===== src/rtl/alu_pkg.sv =====
// Shared definitions for the ALU execution unit: control codes, FSM encoding
// and default datapath sizes.
package alu_pkg;

    localparam int ALU_WIDTH = 32;
    localparam int ALU_SHW   = 5;

    localparam logic [3:0] ALU_AND  = 4'b0000;
    localparam logic [3:0] ALU_OR   = 4'b0001;
    localparam logic [3:0] ALU_ADD  = 4'b0010;
    localparam logic [3:0] ALU_SUB  = 4'b0110;
    localparam logic [3:0] ALU_SLT  = 4'b0111;
    localparam logic [3:0] ALU_SLTU = 4'b0101;
    localparam logic [3:0] ALU_SLL  = 4'b1000;

    typedef enum logic [1:0] {
        ST_IDLE  = 2'd0,
        ST_SHIFT = 2'd1,
        ST_DONE  = 2'd2
    } alu_state_e;

    function automatic logic is_legal_code(input logic [3:0] code);
        logic legal;
        case (code)
            ALU_AND, ALU_OR, ALU_ADD, ALU_SUB,
            ALU_SLT, ALU_SLTU, ALU_SLL: legal = 1'b1;
            default:                     legal = 1'b0;
        endcase
        return legal;
    endfunction

endpackage


===== src/rtl/alu_comb_core.sv =====
// Combinational single-cycle ALU operations with signed-overflow and
// illegal-code / inconsistent-SLL-flag detection.
module alu_comb_core
    import alu_pkg::*;
#(
    parameter int WIDTH = ALU_WIDTH
) (
    input  logic [3:0]       alu_ctr,
    input  logic             sll_flag,
    input  logic [WIDTH-1:0] a,
    input  logic [WIDTH-1:0] b,
    output logic [WIDTH-1:0] result,
    output logic             overflow,
    output logic             illegal
);

    logic [WIDTH-1:0] sum;
    logic [WIDTH:0]   diff_ext;
    logic [WIDTH-1:0] diff;
    logic             slt_bit;
    logic             sltu_bit;

    assign sum      = a + b;
    // Sign-extended subtract: bit WIDTH is the true sign of a-b, immune to overflow.
    assign diff_ext = {a[WIDTH-1], a} - {b[WIDTH-1], b};
    assign diff     = diff_ext[WIDTH-1:0];
    assign slt_bit  = diff_ext[WIDTH];
    assign sltu_bit = (a < b);

    assign illegal = !is_legal_code(alu_ctr) || (sll_flag != alu_ctr[3]);

    always_comb begin
        result   = '0;
        overflow = 1'b0;
        if (!illegal) begin
            case (alu_ctr)
                ALU_AND:  result = a & b;
                ALU_OR:   result = a | b;
                ALU_ADD: begin
                    result   = sum;
                    overflow = (a[WIDTH-1] == b[WIDTH-1]) && (sum[WIDTH-1] != a[WIDTH-1]);
                end
                ALU_SUB: begin
                    result   = diff;
                    overflow = (a[WIDTH-1] != b[WIDTH-1]) && (diff[WIDTH-1] != a[WIDTH-1]);
                end
                ALU_SLT:  result = {{(WIDTH-1){1'b0}}, slt_bit};
                ALU_SLTU: result = {{(WIDTH-1){1'b0}}, sltu_bit};
                default:  result = '0;
            endcase
        end
    end

endmodule


===== src/rtl/alu_exec_unit.sv =====
// ALU execution unit: single-cycle ops through alu_comb_core, SLL through an
// iterative 1-bit-per-cycle shifter, valid/ready on both sides.
module alu_exec_unit
    import alu_pkg::*;
#(
    parameter int WIDTH = ALU_WIDTH,
    parameter int SHW   = ALU_SHW
) (
    input  logic             clk,
    input  logic             rst_n,
    input  logic             in_valid,
    output logic             in_ready,
    input  logic [3:0]       alu_ctr,
    input  logic             sll_flag,
    input  logic [WIDTH-1:0] a,
    input  logic [WIDTH-1:0] b,
    input  logic [SHW-1:0]   shamt,
    output logic             out_valid,
    input  logic             out_ready,
    output logic [WIDTH-1:0] result,
    output logic             zero,
    output logic             overflow,
    output logic             illegal
);

    alu_state_e       state_reg, state_next;
    logic [WIDTH-1:0] result_reg;
    logic             zero_reg;
    logic             overflow_reg;
    logic             illegal_reg;
    logic [WIDTH-1:0] shift_reg;
    logic [SHW-1:0]   count_reg;

    logic [WIDTH-1:0] core_result;
    logic             core_overflow;
    logic             core_illegal;
    logic             accept;
    logic             is_sll_op;
    logic             last_shift;
    logic [WIDTH-1:0] shift_next;

    alu_comb_core #(.WIDTH(WIDTH)) u_core (
        .alu_ctr  (alu_ctr),
        .sll_flag (sll_flag),
        .a        (a),
        .b        (b),
        .result   (core_result),
        .overflow (core_overflow),
        .illegal  (core_illegal)
    );

    assign accept     = in_valid && in_ready;
    assign is_sll_op  = (alu_ctr == ALU_SLL) && !core_illegal;
    assign last_shift = (count_reg == SHW'(1));
    assign shift_next = shift_reg << 1;

    always_ff @(posedge clk or negedge rst_n) begin
        if (!rst_n) begin
            state_reg <= ST_IDLE;
        end else begin
            state_reg <= state_next;
        end
    end

    always_comb begin
        state_next = state_reg;
        case (state_reg)
            ST_IDLE: begin
                if (accept) begin
                    state_next = (is_sll_op && (shamt != '0)) ? ST_SHIFT : ST_DONE;
                end
            end
            ST_SHIFT: begin
                if (last_shift) begin
                    state_next = ST_DONE;
                end
            end
            ST_DONE: begin
                if (out_ready) begin
                    state_next = ST_IDLE;
                end
            end
            default: state_next = ST_IDLE;
        endcase
    end

    always_comb begin
        in_ready  = (state_reg == ST_IDLE);
        out_valid = (state_reg == ST_DONE);
    end

    // Datapath: everything is captured at accept; operand inputs are not looked at afterwards.
    always_ff @(posedge clk or negedge rst_n) begin
        if (!rst_n) begin
            result_reg   <= '0;
            zero_reg     <= 1'b0;
            overflow_reg <= 1'b0;
            illegal_reg  <= 1'b0;
            shift_reg    <= '0;
            count_reg    <= '0;
        end else if (accept) begin
            overflow_reg <= core_overflow;
            illegal_reg  <= core_illegal;
            if (is_sll_op) begin
                if (shamt == '0) begin
                    result_reg <= b;
                    zero_reg   <= (b == '0);
                end else begin
                    shift_reg <= b;
                    count_reg <= shamt;
                end
            end else begin
                result_reg <= core_result;
                zero_reg   <= (core_result == '0);
            end
        end else if (state_reg == ST_SHIFT) begin
            shift_reg <= shift_next;
            count_reg <= count_reg - SHW'(1);
            if (last_shift) begin
                result_reg <= shift_next;
                zero_reg   <= (shift_next == '0);
            end
        end
    end

    assign result   = result_reg;
    assign zero     = zero_reg;
    assign overflow = overflow_reg;
    assign illegal  = illegal_reg;

endmodule

===== config.mk =====
export PLATFORM = sky130hd
export DESIGN_NAME = alu_exec_unit
export DESIGN_NICKNAME = d
export VERILOG_FILES = /design/src/rtl/alu_pkg.sv /design/src/rtl/alu_comb_core.sv /design/src/rtl/alu_exec_unit.sv
export SDC_FILE = /design/constraint.sdc
export NUM_CORES = 1
export LEC_CHECK = 0
export BUFFER_PORTS_ARGS = -buffer_cell sky130_fd_sc_hd__buf_4
export CAP_MARGIN = 0
export CELL_PAD_IN_SITES_DETAIL_PLACEMENT = 1
export CELL_PAD_IN_SITES_GLOBAL_PLACEMENT = 1
export CORE_UTILIZATION = 44
export DETAILED_ROUTE_END_ITERATION = 8
export PLACE_DENSITY = 0.92
export SKIP_CTS_REPAIR_TIMING = 1
export SYNTH_ARGS = -nofsm -noshare
export SYNTH_HDL_FRONTEND = slang
export SYNTH_SLANG_ARGS = --single-unit
export TNS_END_PERCENT = 20

===== constraint.sdc =====
create_clock -name clk -period 2.44 [get_ports clk]
set_input_delay 0.488 -clock clk [delete_from_list [all_inputs] [get_ports clk]]
set_output_delay 0.488 -clock clk [all_outputs]
set_load 0.03 [all_outputs]

==> results of run 1 <==
## cells by family after synthesis
logic type                 Yosys count  synth area share (%)
xor gates and xnor gates            13                  1.23
DFF                                 73                  19.8
and+or+nand+nor                    451                  22.7
muxes                               14                  1.64
AOI/OAI and AO/OA                  435                  32.2
adders and majority gates          111                  15.2
buffers and inverters              176                  7.27
## metrics by stage
step	util, %	worst slack, ps	area, µm²	setup TNS [ps]
4_1_cts	67.4	-1980	13800	-40090
3_3_place_gp	65.8	-1430	13400	-33220
2_1_floorplan	-	-961	9400	-16300
3_5_place_dp	65.8	-2080	13400	-48250
## synthesized netlist by cell type, types with 5 or more instances
cell                          n  area share, %
sky130_fd_sc_hd__dfrtp_1     73             20
sky130_fd_sc_hd__nor2b_1     13           0.88
sky130_fd_sc_hd__o31a_1       7           0.66
sky130_fd_sc_hd__a21o_1      24            1.9
sky130_fd_sc_hd__a211oi_1    11           0.89
sky130_fd_sc_hd__nand2b_1    13           0.88
sky130_fd_sc_hd__o21a_1      13            1.1
sky130_fd_sc_hd__o21ai_0     83            4.5
sky130_fd_sc_hd__xnor2_1     13            1.2
sky130_fd_sc_hd__nand2_1    150            6.1
sky130_fd_sc_hd__o21bai_1    13            1.1
sky130_fd_sc_hd__nor2_1     127            5.2
sky130_fd_sc_hd__o2111ai_1    5           0.47
sky130_fd_sc_hd__a221oi_1    11            1.0
sky130_fd_sc_hd__nor4_1      32            2.2
sky130_fd_sc_hd__a31oi_1     48            3.2
sky130_fd_sc_hd__o221ai_1     7           0.66
sky130_fd_sc_hd__clkbuf_1    65            2.6
sky130_fd_sc_hd__mux2_2       8           0.97
sky130_fd_sc_hd__a211o_1      6           0.57
sky130_fd_sc_hd__nor3_1      28            1.5
sky130_fd_sc_hd__o31ai_1     13            1.1
sky130_fd_sc_hd__nand4_1     20            1.4
sky130_fd_sc_hd__or2_2        6           0.41
sky130_fd_sc_hd__buf_1       13           0.53
sky130_fd_sc_hd__ha_1       109             15
sky130_fd_sc_hd__nand3_1     29            1.6
sky130_fd_sc_hd__or3_1        9           0.61
sky130_fd_sc_hd__a221o_1     16            1.7
sky130_fd_sc_hd__inv_1       92            3.7
sky130_fd_sc_hd__a21oi_1     94            5.1
sky130_fd_sc_hd__o21ai_1      7           0.38
sky130_fd_sc_hd__o211ai_1    19            1.5
sky130_fd_sc_hd__mux2i_1      5           0.54
## metal layers
metal | overflow | track usage (%)
met3 | 3 | 60.1
met5 | 0 | 15.2
met2 | 117 | 96.8
met1 | 5 | 76.5
met4 | 95 | 81.4
==> metrics.txt, run 1 <==
# TYPE chip_impl_metric gauge
chip_impl_metric{name="ys_seq_area_share",unit="%"} 19.8
chip_impl_metric{name="first_global_vias",unit=""} 18500
chip_impl_metric{name="io_pins",unit=""} 115
chip_impl_metric{name="synth_enable_flop_cells",unit=""} 0
chip_impl_metric{name="placement_rows",unit=""} 52
chip_impl_metric{name="routabilityCongestion",unit=""} 1.11
chip_impl_metric{name="clock_tree.htree_level_count",unit=""} 3
chip_impl_info{name="stop_stage",value="5_1_grt"} 1
chip_impl_metric{name="numPlacedInstances",unit=""} 1987
chip_impl_metric{name="dieHeight",unit="µm"} 147
chip_impl_metric{name="placement.io_buffers",unit=""} 114
chip_impl_metric{name="synth-seq-cells",unit=""} 73
chip_impl_metric{name="post_synth_num_cell_types",unit=""} 82
chip_impl_metric{name="clock_sink_count",unit=""} 73
chip_impl_info{name="err",value="[ERROR GRT-0116] Global routing finished with congestion. Check the congestion regions in the DRC Viewer."} 1
chip_impl_metric{name="grt_pass1_wl",unit="mm"} 126
chip_impl_metric{name="initial_core_util",unit="%"} 45.2
chip_impl_metric{name="globalRoute.totalOverflow",unit=""} 220
chip_impl_metric{name="synth.avg_cell_area",unit="µm²"} 7.26
chip_impl_metric{name="die_width",unit="µm"} 147
chip_impl_metric{name="dp_hpwl",unit="mm"} 46.4
chip_impl_info{name="cts-root-buf",value="sky130_fd_sc_hd__clkbuf_16"} 1
chip_impl_metric{name="synth.cell_area",unit="µm²"} 9240
chip_impl_metric{name="post_synth_inst_count",unit=""} 1273
chip_impl_metric{name="synth_nets",unit=""} 1462
chip_impl_metric{name="synth_async_sr_flop_share",unit="%"} 100
chip_impl_metric{name="tritoncts_buffer_count",unit=""} 9
chip_impl_info{name="outcome",value="did not finish"} 1
chip_impl_metric{name="cts_buffer_depth",unit=""} 2
chip_impl_metric{name="globalRouteTotalUtil",unit="%"} 77.5
chip_impl_metric{name="ys.warnings.count",unit=""} 0
chip_impl_info{name="leading_register_cell_type_out_of_synthesis",value="sky130_fd_sc_hd__dfrtp_1"} 1
chip_impl_metric{name="pin_count_of_the_biggest_net_entering_global_routing",unit=""} 77
==> run 2, diff against run 1 <==
CELL_PAD_IN_SITES_DETAIL_PLACEMENT = default   (was 1)
CELL_PAD_IN_SITES_GLOBAL_PLACEMENT = default   (was 1)
CORE_UTILIZATION = 30   (was 44)
PLACE_DENSITY = default   (was 0.92)
PLACE_DENSITY_LB_ADDON = 0.15   (was default)
==> run 2 against run 1 <==
Net effect:
- the flow now finishes, with violations (setup timing)
- area after synthesis unchanged
- synthesized cell count unchanged
==> metrics.txt, run 2 <==
# TYPE chip_impl_metric gauge
chip_impl_metric{name="setup-violations-final",unit=""} 30
chip_impl_metric{name="clock_tree.htree_level_count",unit=""} 3
chip_impl_metric{name="storage_element_area",unit="µm²"} 1830
chip_impl_metric{name="finalWorstSetupSlack",unit="ps"} -1290
chip_impl_metric{name="synth_enable_flop_cells",unit=""} 0
chip_impl_info{name="layout.cells.most_common",value="sky130_fd_sc_hd__buf_4"} 1
chip_impl_info{name="criticalPathCategory",value="input pin to flop"} 1
chip_impl_metric{name="clock.fmax",unit="MHz"} 268
chip_impl_info{name="failing_checks",value="setup timing"} 1
chip_impl_info{name="setup.worst_path.start_class",value="input pin"} 1
chip_impl_metric{name="synth_async_sr_flop_share",unit="%"} 100
chip_impl_metric{name="synth-seq-cells",unit=""} 73
chip_impl_metric{name="final_layout_size_suffix_gt1_share",unit="%"} 41.5
chip_impl_metric{name="ys.warnings.count",unit=""} 0
chip_impl_metric{name="post_synth_num_cell_types",unit=""} 82
chip_impl_metric{name="globalRouteTotalUtil",unit="%"} 27.2
chip_impl_metric{name="first_global_vias",unit=""} 11500
chip_impl_metric{name="core",unit="µm²"} 30000
chip_impl_metric{name="route.antenna.remaining_nets",unit=""} 0
chip_impl_metric{name="worst-endpoint-arrival",unit="ps"} 3970
chip_impl_info{name="cts-root-buf",value="sky130_fd_sc_hd__clkbuf_16"} 1
chip_impl_metric{name="synth_nets",unit=""} 1462
chip_impl_metric{name="worst_slew_pin_slew",unit="ps"} 795
chip_impl_metric{name="critPathRequiredTime",unit="ps"} 2680
chip_impl_metric{name="initial_antenna_violation_count",unit=""} 0
chip_impl_metric{name="remaining_drc_errors",unit=""} 0
chip_impl_metric{name="finish.cell_count_without_fillers",unit=""} 2176
chip_impl_info{name="post-synth-top-count-cell",value="sky130_fd_sc_hd__nand2_1"} 1
chip_impl_metric{name="pwr-share-seq",unit="%"} 26.0
chip_impl_metric{name="ys_seq_area_share",unit="%"} 19.8
chip_impl_metric{name="dieHeight",unit="µm"} 178
chip_impl_metric{name="routabilityCongestion",unit=""} 0.952
chip_impl_metric{name="dp_hpwl",unit="mm"} 35.8
chip_impl_metric{name="synth.avg_cell_area",unit="µm²"} 7.26
chip_impl_metric{name="antenna_cells_inserted",unit=""} 0
chip_impl_metric{name="placement.io_buffers",unit=""} 114
chip_impl_metric{name="highest_fanout_seen_on_the_critical_path",unit=""} 4
chip_impl_metric{name="1st_pass_router_iterations",unit=""} 6
chip_impl_info{name="cts_tree",value="yes"} 1
chip_impl_metric{name="die_width",unit="µm"} 178
chip_impl_metric{name="placement_rows",unit=""} 63
chip_impl_metric{name="hold_violations",unit=""} 0
chip_impl_metric{name="drt-vias-per-instance",unit=""} 5.38
chip_impl_metric{name="pwrdens",unit="nW/µm²"} 571
chip_impl_info{name="outcome",value="finished, violations left"} 1
chip_impl_metric{name="comb_power_share",unit="%"} 55.5
chip_impl_metric{name="grt_pass1_wl",unit="mm"} 65.6
chip_impl_metric{name="internal_power",unit="mW"} 5.06
chip_impl_metric{name="netSwitchingFraction",unit="%"} 41.9
chip_impl_info{name="grt_setup_unrepaired",value="yes"} 1
chip_impl_metric{name="finalClockSkew",unit="ps"} 3.66
chip_impl_metric{name="multi_input_gate_area",unit="µm²"} 7560
chip_impl_info{name="worst_setup_path_end_kind",value="flop"} 1
chip_impl_metric{name="cts_buffer_depth",unit=""} 2
chip_impl_metric{name="largest_reg_flops",unit=""} 32
chip_impl_metric{name="post_synth_inst_count",unit=""} 1273
chip_impl_metric{name="irDropWorstVdd",unit="µV"} 444
chip_impl_info{name="layout.cells.most_common_list",value="sky130_fd_sc_hd__buf_4, sky130_fd_sc_hd__nand2_1, sky130_fd_sc_hd__nor2_1"} 1
chip_impl_metric{name="whs",unit="ps"} 124
chip_impl_metric{name="max-slew-margin-rel",unit="%"} 46.5
chip_impl_metric{name="final.setup.tns",unit="ps"} -22460
chip_impl_metric{name="pin_count_of_the_biggest_net_entering_global_routing",unit=""} 77
chip_impl_metric{name="route.detailed.wl_per_inst",unit="µm"} 19.9
chip_impl_metric{name="clock_sink_count",unit=""} 73
chip_impl_metric{name="switching_power",unit="mW"} 3.65
chip_impl_metric{name="clk-insertion-delay-late",unit="ps"} 330
chip_impl_metric{name="cellLeakagePower",unit="nW"} 7.18
chip_impl_metric{name="final_net_count",unit=""} 1971
chip_impl_info{name="worst_hold_path_type",value="input pin to async pin"} 1
chip_impl_metric{name="synth.cell_area",unit="µm²"} 9240
chip_impl_info{name="leading_register_cell_type_out_of_synthesis",value="sky130_fd_sc_hd__dfrtp_1"} 1
chip_impl_metric{name="first_iter_violations",unit=""} 905
chip_impl_metric{name="globalRoute.totalOverflow",unit=""} 0
chip_impl_metric{name="drv_slew",unit=""} 0
chip_impl_metric{name="post-route-period-util",unit="%"} 153
chip_impl_metric{name="clock_power_share",unit="%"} 18.5
chip_impl_metric{name="min_period",unit="ps"} 3730
chip_impl_metric{name="clkSlewWorstSetupHoldPaths",unit="ps"} 60
chip_impl_metric{name="flow.area_growth_from_synthesis",unit="%"} 65.1
chip_impl_metric{name="tritoncts_buffer_count",unit=""} 9
chip_impl_metric{name="io_pins",unit=""} 115
chip_impl_metric{name="area_share_of_the_largest_cell_type_after_synthesis",unit="%"} 19.8
chip_impl_metric{name="die_area",unit="µm²"} 31500
chip_impl_metric{name="numPlacedInstances",unit=""} 2142
chip_impl_metric{name="detailroute.via_count",unit=""} 11700
chip_impl_metric{name="num-fill-cells",unit=""} 3003
chip_impl_metric{name="wirelength",unit="mm"} 43.2
chip_impl_metric{name="initial_core_util",unit="%"} 30.8
chip_impl_info{name="most_instantiated_cells_after_synthesis",value="sky130_fd_sc_hd__nand2_1, sky130_fd_sc_hd__nor2_1, sky130_fd_sc_hd__ha_1"} 1
chip_impl_info{name="synth.area.top_cells",value="sky130_fd_sc_hd__dfrtp_1, sky130_fd_sc_hd__ha_1, sky130_fd_sc_hd__nand2_1, sky130_fd_sc_hd__nor2_1, sky130_fd_sc_hd__a21oi_1"} 1
chip_impl_metric{name="max-cap-violations",unit=""} 0
chip_impl_info{name="synth.largest_area_cell",value="sky130_fd_sc_hd__dfrtp_1"} 1
## run 2: cell counts after synthesis
No cell type changed its count.
## run 2: layout make-up
cell class                 instances  share of cell area, %
multi-input combinational       1024                   49.6
sequential                        73                   12.0
timing repair buffer             580                   30.3
tap                              390                   3.20
inverter                          94                   2.54
clock inverter                     5                  0.845
clock buffer                      10                   1.50
## run 2: final timing paths
| path | start | endpoint | cells past startpoint | slack [ps] |
|---|---|---|---|---|
| setup / recovery | a[1] | zero | 15 | -1290 |
| hold / removal | rst_n | result[20] | 1 | 120 |
| setup reg to reg | state_reg[1] | zero | 9 | 270 |
| hold reg to reg | result[10] | result[10] | 2 | 480 |
| max in group asynchronous | rst_n | shift_reg[7] | 2 | 1730 |
| min in group clk | out_ready | state_reg[1] | 2 | 340 |
## run 2: logic make-up (layout without fill, tap and decap cells)
logic type	Yosys count	after routing	share of synthesized area (%)
xor+xnor	13	13	1.23
mux	14	14	1.64
fa+ha+maj	111	111	15.2
compound gates	435	435	32.2
buf+inv	176	689	7.27
simple gates	451	451	22.7
flops	73	73	19.8
## run 2: metrics by stage
step / area [µm²] / setup slack (ps) / utilization [%] / power, mW
final: 15300 / -1290 / 50.9 / 8.71
after global routing: 15300 / -1300 / 50.9 / 9.30
after CTS: 14300 / -1390 / 47.9 / 8.44
after detailed placement: 14000 / -1730 / 46.7 / 6.81
after floorplan: 9400 / -961 / - / 4.59
after global placement: 14000 / -1740 / 46.7 / 6.77
## run 2: metal layers
layer,vias to the layer above,part of all wire [%],GRT usage [%]
li1,5683,-,-
met1,5678,46,37.0
met2,314,47,45.7
met3,40,4.4,3.00
met4,0,2.5,6.70
met5,-,0,0
## run 2: power groups by stage
stage / Combinational [mW] / Clock, mW / Sequential, mW
floorplan: 1.93 / 0 / 2.66
global placement: 4.51 / 0 / 2.26
detailed placement: 4.55 / 0 / 2.26
CTS: 4.56 / 1.63 / 2.25
global route: 5.27 / 1.69 / 2.34
finish: 4.83 / 1.61 / 2.26
## run 2: critical path, stage by stage
cell,delay (ps)
sky130_fd_sc_hd__buf_12,110
sky130_fd_sc_hd__clkinv_8,50
sky130_fd_sc_hd__ha_4,250
sky130_fd_sc_hd__a21o_1,140
sky130_fd_sc_hd__nand4_1,260
sky130_fd_sc_hd__a2111oi_4,560
sky130_fd_sc_hd__or4_4,250
sky130_fd_sc_hd__a311oi_4,100
sky130_fd_sc_hd__buf_6,160
sky130_fd_sc_hd__o41ai_4,330
sky130_fd_sc_hd__a21o_1,230
sky130_fd_sc_hd__o21bai_1,80
sky130_fd_sc_hd__a32o_2,240
sky130_fd_sc_hd__o41a_1,430
sky130_fd_sc_hd__o31ai_2,260
(Power assumes the default switching activity.)
==> run 3, diff against run 2 <==
GPL_TIMING_DRIVEN = 0   (was default)
==> run 3 against run 2 <==
Net effect:
- the run still ends with setup timing left
- design area down 17%
- clock skew up 4.5 ps
- wire length down 0.61%
- critical endpoint unchanged
- fmax down 1.9%
- final cell count down 16%
- die area unchanged
- critical path depth down 1
- clock power down 4%
- non-clock buffer count down 339
- clock-buffer cell count unchanged
- critical path type unchanged
- worst hold slack better by 200 ps
==> metrics.txt, run 3 (same netlist as run 2, synthesis figures left out) <==
# TYPE chip_impl_metric gauge
chip_impl_info{name="criticalPathCategory",value="input pin to flop"} 1
chip_impl_metric{name="finalClockSkew",unit="ps"} 8.20
chip_impl_info{name="crit_path_cells",value="buf_12, ha_4, fa_2, a21o_1, a221oi_4, a2bb2oi_4, o21bai_1, a21o_1, a221o_1, a221o_1, a211o_1, nor4_2, o2111ai_1, o31ai_2"} 1
chip_impl_metric{name="die_width",unit="µm"} 178
chip_impl_metric{name="pwrdens",unit="nW/µm²"} 645
chip_impl_info{name="grt_setup_unrepaired",value="yes"} 1
chip_impl_metric{name="clock.fmax",unit="MHz"} 263
chip_impl_metric{name="dpl_worst_slack",unit="ps"} -2270
chip_impl_metric{name="globalRouteTotalUtil",unit="%"} 26.2
chip_impl_info{name="crit-reg2reg-capture",value="result[13]"} 1
chip_impl_metric{name="finalWorstSetupSlack",unit="ps"} -1370
chip_impl_metric{name="core",unit="µm²"} 30000
chip_impl_metric{name="initial_antenna_violation_count",unit=""} 0
chip_impl_metric{name="critPathBufInv",unit=""} 1
chip_impl_info{name="cp-startpoint",value="b[0]"} 1
chip_impl_info{name="worst_setup_path_end_kind",value="flop"} 1
chip_impl_metric{name="placement.io_buffers",unit=""} 113
chip_impl_metric{name="die_area",unit="µm²"} 31500
chip_impl_metric{name="irDropWorstVdd",unit="µV"} 411
chip_impl_metric{name="reg2regPathDepth",unit=""} 7
chip_impl_metric{name="worst_slew_pin_slew",unit="ps"} 1040
chip_impl_metric{name="remaining_drc_errors",unit=""} 0
chip_impl_metric{name="num-fill-cells",unit=""} 3115
chip_impl_metric{name="clock_sink_count",unit=""} 73
chip_impl_metric{name="initial_core_util",unit="%"} 30.8
chip_impl_metric{name="clkSlewWorstSetupHoldPaths",unit="ps"} 60
chip_impl_metric{name="globalRoute.totalOverflow",unit=""} 0
chip_impl_metric{name="first_global_vias",unit=""} 9947
chip_impl_info{name="setup.worst_path.start_class",value="input pin"} 1
chip_impl_metric{name="detailroute.via_count",unit=""} 11000
chip_impl_info{name="failing_checks",value="setup timing"} 1
chip_impl_metric{name="min_period",unit="ps"} 3810
chip_impl_metric{name="core_occupancy_in_the_finished_layout",unit="%"} 42.4
chip_impl_metric{name="placement_rows",unit=""} 63
chip_impl_info{name="cts_tree",value="yes"} 1
chip_impl_metric{name="worst-endpoint-arrival",unit="ps"} 4040
chip_impl_metric{name="post-route-period-util",unit="%"} 156
chip_impl_metric{name="routabilityCongestion",unit=""} 0.930
chip_impl_info{name="cts-root-buf",value="sky130_fd_sc_hd__clkbuf_16"} 1
chip_impl_metric{name="tritoncts_buffer_count",unit=""} 9
chip_impl_metric{name="setup-violations-final",unit=""} 34
chip_impl_metric{name="report.power.total",unit="mW"} 8.18
chip_impl_metric{name="pin_count_of_the_biggest_net_entering_global_routing",unit=""} 74
chip_impl_metric{name="cellLeakagePower",unit="nW"} 5.40
chip_impl_metric{name="drv_slew",unit=""} 0
chip_impl_info{name="worst_hold_path_type",value="input pin to async pin"} 1
chip_impl_metric{name="final_layout_size_suffix_gt1_share",unit="%"} 28.8
chip_impl_metric{name="final_net_count",unit=""} 1632
chip_impl_metric{name="cts_buffer_depth",unit=""} 2
chip_impl_metric{name="largest_reg_flops",unit=""} 32
chip_impl_info{name="outcome",value="finished, violations left"} 1
chip_impl_info{name="worst_r2r_startpoint",value="state_reg[1]"} 1
chip_impl_metric{name="final.setup.tns",unit="ps"} -24570
chip_impl_metric{name="1st_pass_router_iterations",unit=""} 5
chip_impl_metric{name="route.detailed.wl_per_inst",unit="µm"} 23.4
chip_impl_info{name="critical_path.endpoint",value="zero"} 1
chip_impl_metric{name="clock_tree.htree_level_count",unit=""} 3
chip_impl_metric{name="wirelength",unit="mm"} 43.0
chip_impl_info{name="slowest_stage",value="sky130_fd_sc_hd__fa_2"} 1
chip_impl_metric{name="drt-vias-per-instance",unit=""} 5.99
chip_impl_metric{name="highest_fanout_seen_on_the_critical_path",unit=""} 5
chip_impl_metric{name="io_pins",unit=""} 115
chip_impl_metric{name="first_iter_violations",unit=""} 1170
chip_impl_metric{name="hold_violations",unit=""} 0
chip_impl_metric{name="dp_hpwl",unit="mm"} 33.1
chip_impl_info{name="layout.cells.most_common_list",value="sky130_fd_sc_hd__buf_4, sky130_fd_sc_hd__nand2_1, sky130_fd_sc_hd__nor2_1"} 1
chip_impl_info{name="layout.cells.most_common",value="sky130_fd_sc_hd__buf_4"} 1
chip_impl_metric{name="whs",unit="ps"} 321
chip_impl_metric{name="route.antenna.remaining_nets",unit=""} 0
chip_impl_metric{name="grt_pass1_wl",unit="mm"} 61.6
chip_impl_metric{name="dieHeight",unit="µm"} 178
chip_impl_metric{name="rrSetupSlack",unit="ps"} -40
chip_impl_info{name="cpLargestDelayFamily",value="compound AO/OA/AOI/OAI gates"} 1
chip_impl_metric{name="max-cap-violations",unit=""} 0
chip_impl_metric{name="antenna_cells_inserted",unit=""} 0
chip_impl_metric{name="clk-insertion-delay-late",unit="ps"} 340
chip_impl_metric{name="cp_num_cells",unit=""} 14
chip_impl_metric{name="critPathRequiredTime",unit="ps"} 2670
chip_impl_metric{name="flow.area_growth_from_synthesis",unit="%"} 37.4
chip_impl_metric{name="slowest_delay",unit="ps"} 400
chip_impl_metric{name="max-slew-margin-rel",unit="%"} 30.3
-- run 3: cell count changes in the layout (fill, tap and decap cells not counted), moves of 6 or more --
cell and change:
sky130_fd_sc_hd__buf_4 -389, sky130_fd_sc_hd__inv_2 +7, sky130_fd_sc_hd__clkbuf_4 +8, sky130_fd_sc_hd__buf_12 -10, sky130_fd_sc_hd__inv_1 -8, sky130_fd_sc_hd__o21ai_0 +9
sky130_fd_sc_hd__o21ai_1 -16, sky130_fd_sc_hd__clkbuf_1 +24, sky130_fd_sc_hd__nor4_4 +6, sky130_fd_sc_hd__a21oi_2 +10, sky130_fd_sc_hd__clkbuf_2 +22, sky130_fd_sc_hd__a21oi_1 -11
-- run 3: power breakdown --
part | internal, mW | switching, mW
Clock | 1.00 | 0.534
Combinational | 1.70 | 2.68
Sequential | 1.78 | 0.485
-- run 3: worst register-to-register path, cell delays in order, from the launching register on --
cell and delay, ps:
sky130_fd_sc_hd__dfrtp_1 370, sky130_fd_sc_hd__nor2_1 80, sky130_fd_sc_hd__nand2_1 160, sky130_fd_sc_hd__buf_1 540, sky130_fd_sc_hd__buf_1 680, sky130_fd_sc_hd__a21oi_1 120
sky130_fd_sc_hd__a21oi_1 280, sky130_fd_sc_hd__o21ai_0 110
-- run 3: layout make-up --
type                       instances  area (µm²)  share of cell area [%]
tap                              390         488                    3.84
buffer                            74         438                    3.45
inverter                          94         382                    3.01
sequential                        73        1830                    14.4
multi-input combinational       1024        7850                    61.8
timing repair buffer             167        1370                    10.8
clock buffer                      10         229                    1.80
clock inverter                     6         116                   0.917
-- run 3: worst min-delay path by stage --
stage          startpoint           end  slack (ps)  cells past startpoint
6_report            rst_n    result[20]         320                      1
5_1_grt         out_ready  state_reg[1]         380                      2
4_1_cts             rst_n    result[20]         330                      1
3_5_place_dp   result[18]    result[18]         480                      2
3_3_place_gp   result[12]    result[12]         470                      2
2_1_floorplan       rst_n  count_reg[0]         190                      0
-- run 3: through the flow --
stage / area [µm²] / instances
floorplan: 9400 / 1273
global placement: 10700 / 1776
detailed placement: 10800 / 1778
CTS: 11100 / 1794
global route: 12700 / 1838
finish: 12700 / 1838
-- run 3: routing by layer --
layer  track usage (%)  wire length (µm)  up-vias
met5                 0                 0        -
met4              9.08              1600        0
met3              4.05              3430       78
met2              40.5             19100      513
met1              36.7             18800     5405
li1                  -                 -     5006
